===== config.mk =====
export PLATFORM = sky130hd
export DESIGN_NAME = fetch_unit
export DESIGN_NICKNAME = d
export VERILOG_FILES = /design/src/rtl/riscv_fetch_pkg.sv /design/src/rtl/fetch_queue.sv /design/src/rtl/fetch_unit.sv
export SDC_FILE = /design/constraint.sdc
export NUM_CORES = 1
export LEC_CHECK = 0
export ABC_CLOCK_PERIOD_IN_PS = 9900
export CAP_MARGIN = 30
export CORE_MARGIN = 2
export CORE_UTILIZATION = 47
export CTS_CLUSTER_DIAMETER = 150
export DETAILED_ROUTE_END_ITERATION = 8
export GPL_TIMING_DRIVEN = 1
export PLACE_DENSITY_LB_ADDON = 0.15
export SYNTH_ARGS = -nofsm -noshare
export SYNTH_HDL_FRONTEND = slang
export SYNTH_SLANG_ARGS = --single-unit

===== constraint.sdc =====
create_clock -name clk -period 9.9 [get_ports clk]
set_input_delay 1.98 -clock clk [delete_from_list [all_inputs] [get_ports clk]]
set_output_delay 1.98 -clock clk [all_outputs]
set_load 0.02 [all_outputs]

===== src/rtl/riscv_fetch_pkg.sv =====
// Shared types and helpers for the instruction fetch front end.
package riscv_fetch_pkg;

  localparam int XLEN = 64;
  localparam int ILEN = 32;

  localparam logic [ILEN-1:0] NOP_INSTR = 32'h00000013;

  typedef struct packed {
    logic [XLEN-1:0] pc;
    logic [ILEN-1:0] instr;
  } fetch_entry_t;

  // True when pc addresses a word inside an instruction memory of 'words' 32-bit words.
  function automatic logic pc_in_range(input logic [XLEN-1:0] pc, input int unsigned words);
    logic [XLEN-1:0] limit;
    limit = XLEN'(words) << 2;
    return pc < limit;
  endfunction

endpackage


===== src/rtl/fetch_queue.sv =====
// Small synchronous FIFO of fetched {pc, instr} entries.
// The head is held in dedicated registers so decode sees a flop output;
// count includes the head entry. The head holds its last value when the
// queue empties, and shows {0, NOP} after reset or flush.
module fetch_queue
  import riscv_fetch_pkg::*;
#(
  parameter int unsigned QDEPTH = 2
) (
  input  logic                     clk,
  input  logic                     rst_n,
  input  logic                     push,
  input  fetch_entry_t             push_entry,
  input  logic                     pop,
  input  logic                     flush,
  output logic [$clog2(QDEPTH):0]  count,
  output logic                     head_valid,
  output fetch_entry_t             head_entry
);

  localparam int PW = $clog2(QDEPTH);
  localparam int CW = PW + 1;
  localparam logic [CW-1:0] FULL_C = CW'(QDEPTH);

  fetch_entry_t  mem_q [QDEPTH];
  logic [PW-1:0] rd_ptr_q, rd_ptr_d;
  logic [PW-1:0] wr_ptr_q, wr_ptr_d;
  logic [CW-1:0] count_q, count_d;
  logic          head_valid_q, head_valid_d;
  fetch_entry_t  head_entry_q, head_entry_d;

  logic          do_pop;
  logic          do_push;
  logic [CW-1:0] remain;

  assign do_pop  = pop && (count_q != '0);
  assign do_push = push && !flush && ((count_q < FULL_C) || do_pop);
  assign remain  = count_q - CW'(do_pop);

  assign count      = count_q;
  assign head_valid = head_valid_q;
  assign head_entry = head_entry_q;

  // Next pointers, occupancy and head contents.
  always_comb begin
    rd_ptr_d     = rd_ptr_q;
    wr_ptr_d     = wr_ptr_q;
    count_d      = count_q;
    head_valid_d = head_valid_q;
    head_entry_d = head_entry_q;
    if (flush) begin
      rd_ptr_d           = '0;
      wr_ptr_d           = '0;
      count_d            = '0;
      head_valid_d       = 1'b0;
      head_entry_d.pc    = '0;
      head_entry_d.instr = NOP_INSTR;
    end else begin
      if (do_pop)  rd_ptr_d = rd_ptr_q + PW'(1);
      if (do_push) wr_ptr_d = wr_ptr_q + PW'(1);
      count_d      = remain + CW'(do_push);
      head_valid_d = (count_d != '0);
      // New head is the pushed entry when nothing else remains, otherwise
      // the oldest stored entry after the pop.
      if (count_d != '0)
        head_entry_d = (remain == '0) ? push_entry : mem_q[rd_ptr_d];
    end
  end

  // Entry storage, written at the tail; no reset needed.
  always_ff @(posedge clk) begin
    if (do_push) mem_q[wr_ptr_q] <= push_entry;
  end

  // Control and head registers.
  always_ff @(posedge clk) begin
    if (!rst_n) begin
      rd_ptr_q           <= '0;
      wr_ptr_q           <= '0;
      count_q            <= '0;
      head_valid_q       <= 1'b0;
      head_entry_q.pc    <= '0;
      head_entry_q.instr <= NOP_INSTR;
    end else begin
      rd_ptr_q     <= rd_ptr_d;
      wr_ptr_q     <= wr_ptr_d;
      count_q      <= count_d;
      head_valid_q <= head_valid_d;
      head_entry_q <= head_entry_d;
    end
  end

endmodule


===== src/rtl/fetch_unit.sv =====
// Fetch stage: owns the PC, reads the combinational instruction memory,
// queues {pc, instr} toward decode and handles redirects and fetch faults.
module fetch_unit
  import riscv_fetch_pkg::*;
#(
  parameter logic [63:0] RESET_PC   = 64'h0,
  parameter int unsigned IMEM_WORDS = 128,
  parameter int unsigned QDEPTH     = 2
) (
  input  logic        clk,
  input  logic        rst_n,
  output logic [63:0] imem_pc,
  input  logic [31:0] imem_instr,
  input  logic        redirect_valid,
  input  logic [63:0] redirect_pc,
  input  logic        halt,
  output logic        if_valid,
  input  logic        if_ready,
  output logic [31:0] if_instr,
  output logic [63:0] if_pc,
  output logic        fetch_fault
);

  localparam int CW = $clog2(QDEPTH) + 1;
  localparam logic [CW-1:0] FULL_C = CW'(QDEPTH);

  logic [XLEN-1:0] fetch_pc_q, fetch_pc_d;
  logic            fetch_fault_q, fetch_fault_d;

  logic [CW-1:0]   q_count;
  logic            head_valid;
  fetch_entry_t    head_entry;
  fetch_entry_t    push_entry;
  logic            pop;
  logic            push;
  logic            pc_ok;
  logic            redir_misaligned;
  logic [XLEN-1:0] redir_target;

  assign imem_pc     = fetch_pc_q;
  assign if_valid    = head_valid;
  assign if_instr    = head_entry.instr;
  assign if_pc       = head_entry.pc;
  assign fetch_fault = fetch_fault_q;

  assign pc_ok            = pc_in_range(fetch_pc_q, IMEM_WORDS);
  assign redir_misaligned = (redirect_pc[1:0] != 2'b00);
  assign redir_target     = {redirect_pc[63:2], 2'b00};

  assign pop  = head_valid && if_ready;
  assign push = !halt && !fetch_fault_q && !redirect_valid && pc_ok &&
                ((q_count < FULL_C) || pop);

  assign push_entry.pc    = fetch_pc_q;
  assign push_entry.instr = imem_instr;

  // Next PC and fault state; a redirect overrides everything else.
  always_comb begin
    fetch_pc_d    = fetch_pc_q;
    fetch_fault_d = fetch_fault_q;
    if (redirect_valid) begin
      fetch_pc_d = redir_target;
      if (redir_misaligned)
        fetch_fault_d = 1'b1;
      else if (pc_in_range(redir_target, IMEM_WORDS))
        fetch_fault_d = 1'b0;
    end else begin
      if (push)   fetch_pc_d    = fetch_pc_q + 64'd4;
      if (!pc_ok) fetch_fault_d = 1'b1;
    end
  end

  // PC and sticky fault registers.
  always_ff @(posedge clk) begin
    if (!rst_n) begin
      fetch_pc_q    <= {RESET_PC[63:2], 2'b00};
      fetch_fault_q <= 1'b0;
    end else begin
      fetch_pc_q    <= fetch_pc_d;
      fetch_fault_q <= fetch_fault_d;
    end
  end

  fetch_queue #(
    .QDEPTH (QDEPTH)
  ) u_queue (
    .clk        (clk),
    .rst_n      (rst_n),
    .push       (push),
    .push_entry (push_entry),
    .pop        (pop),
    .flush      (redirect_valid),
    .count      (q_count),
    .head_valid (head_valid),
    .head_entry (head_entry)
  );

endmodule


==> metrics.txt <==
Worst Hold Path EP u_queue.head_entry[31]; crit path time final 5262 ps; share of post-route cells with drive strength above 1 6.718%; worst skew pair latency 520 ps; Max rail drop VDD between 100 and 150 µV; Resized Gates After CTS 0; commonest non-fill, non-tap cell in the layout clkdlybuf4s50_1; initial drt markers ~490; clk sinks 350; row count 61; Seq/Total Area, Yosys between 60 and 70%; P_leak 0.006888 µW; Hold Fails Final Rpt 0; setup TNS 0 ps; total number of vias 8892; dpl hpwl 20540 µm; DRT Pass-1 Iters 5; Max Buffers Root-to-Sink 3; Mapped Cells 1025; die area 0.02997 mm²; I/O Pins 263; post-synthesis register bit count 350; highest-count cells in the layout ignoring fill and taps clkdlybuf4s50_1, edfxtp_1, dfxtp_1; Critical R2R Launch imem_pc[39]; GP Congestion 0.7519; wire length per cell 19.44 µm; Post-Route WL 32520 µm; nets@finish 1370; total CTS buffers 37; Setup-failing EPs final 0; Worst setup startpoint redirect_valid; fin crit share 53.15%; R2R Setup Slk around 5600 ps; Port Buffers 258; initial antenna violation count 2; Area Overhead vs Synth 31.02%; ANT nets after route 0; Worst Max-Slew Pin Slew 979.1 ps; max-slew violations 0; chip height 173.1 µm; Clk Tree Root Cell clkbuf_16; core area about 0.028 mm²; reg2reg path depth 11; Die X approximately 170 µm; Initial Util 48.12%; hold wc startpoint u_queue.head_entry[31]; crit path kind input port to flip-flop; Hold Crit Depth 1; Crit. End Element flip-flop; GRT overflow 0; Vias/cell 5.315; Cell Area, Synth 0.01344 mm²; Ys Warns 0; Required @ worst endpoint around 10000 ps; MaxCap Viol Count 0; diodes inserted 0; CP arrival 5710 ps; Worst setup SP type input port; DRC 0; vias in the first global route 8620; syn_area_per_cell 13.11 µm²; Total Power 3148 µW; Peak Freq 190.0 MHz; CTS hold repair buffers 0; first-pass GRT wire length 49890 µm; status finished, final reports clean; largest net degree at the start of global routing 82; Hold/Removal Path Class flip-flop to flip-flop; Setup Buffers After CTS 0; Unique masters post-synth 42; RSZ-0062 raised after global routing no; CP max FO 77; GRT Util Overall 21.10%; max_slew headroom a little over a third; clock slew at reported path FFs 60 ps; Worst R2R End u_queue.head_entry[44]; TritonCTS clock tree built; pwr dens around 180 mW/mm²; worst clock skew 23.19 ps; H-tree depth 2
==> layer usage <==
layer | global-route usage [%] | up-vias | share of wire [%]
li1 | - | 4315 | -
met1 | 29.03 | 4254 | 45
met2 | 33.85 | 270 | 46
met3 | 5.035 | 49 | 6.4
met4 | 5.191 | 4 | 1.9
met5 | 0 | - | 0.071
==> where the power goes <==
| group | leakage (µW) | switching, µW | total [µW] | internal, µW |
|---|---|---|---|---|
| Clock | 0.000620 | 550 | 1390 | 842 |
| Combinational | 0.00326 | 88.9 | 184 | 95.4 |
| Sequential | 0.00301 | 28.8 | 1570 | 1540 |
| Total | 0.00689 | 667 | 3150 | 2480 |
==> area by class of cell <==
cell class | count | area, µm²
fillers | 2216 | 10320
flip-flops and latches | 350 | 8889
clock inverters | 16 | 138.9
well taps | 378 | 473.0
repair buffers | 270 | 2698
clock buffers | 52 | 1116
inverters | 8 | 33.78
multi-input cells | 599 | 4264
==> critical path, stage by stage <==
cell and delay (ps):
buf_4 260, nor4_1 220, nand4_1 150, or4_1 860, nor2_1 310, ha_1 200
xor2_1 100, nand2b_1 170, nand2_1 150, clkinv_2 230, buf_4 770, a22o_1 230
==> through the flow <==
stage	cells	area [µm²]	setup WS, ps	util [%]	hold WS (ps)
6_report	1673	17610	4638	63.05	473.8
5_1_grt	1673	17610	4414	63.05	490.9
4_1_cts	1673	17610	4635	63.05	480.6
3_5_place_dp	1605	16360	4118	58.56	462.6
3_3_place_gp	1603	16310	3686	58.38	461.1
2_1_floorplan	1028	13460	2743	-	454.2
==> registers in the layout, summed over array words and instances, names as in the netlist <==
signal / cells
u_queue.mem_q: 188
u_queue.head_entry: 94
imem_pc: 62
u_queue.count: 2
fetch_fault: 1
u_queue.head_valid: 1
u_queue.rd_ptr_q: 1
u_queue.wr_ptr_q: 1
==> Yosys cell counts, drive strengths merged <==
cell type	instances	share of area (%)
conb	1	0.028
a31oi	1	0.047
or4	1	0.056
a22o	91	5.9
o211ai	5	0.28
ha	3	0.28
nor4	33	1.8
o21a	1	0.056
mux2i	148	11
a211oi	1	0.056
nor2	98	2.7
inv	8	0.22
buf	19	0.89
o31a	3	0.20
and2	1	0.047
nand3	8	0.30
o22a	3	0.20
xor2	2	0.13
clkbuf	52	1.5
a211o	1	0.065
o311a	4	0.30
a31o	1	0.065
and3	2	0.093
nand2	12	0.34
nand4	6	0.28
o211a	1	0.074
o21ai	3	0.11
or2	2	0.093
edfxtp	188	42
a21oi	96	3.6
or3	1	0.047
nor2b	56	2.6
nor3b	2	0.11
o31ai	1	0.056
dfxtp	162	24
xnor2	1	0.065
nand2b	5	0.23
nor3	2	0.074
==> cells by family (layout without fill, tap and decap cells) <==
kind of cell    Yosys count  after routing  synth area share, %
compound gates          212            212                11.00
xor+xnor                  3              3               0.1955
fa+ha+maj                 3              3               0.2793
buf+inv                  79            346                2.569
flops                   350            350                66.13
mux                     148            148                11.02
other cells               1              4              0.02790
simple gates            229            229                8.778
==> worst max path at each step <==
stage | endpoint | slack, ps | cells past startpoint
2_1_floorplan | u_queue.mem_q[1][0] | 2740 | 6
5_1_grt | u_queue.head_entry[52] | 4410 | 12
3_5_place_dp | u_queue.head_entry[79] | 4120 | 12
3_3_place_gp | u_queue.head_entry[56] | 3690 | 11
6_report | u_queue.head_entry[44] | 4640 | 12
4_1_cts | u_queue.head_entry[11] | 4640 | 12
Power figures use the tool's default switching activity.
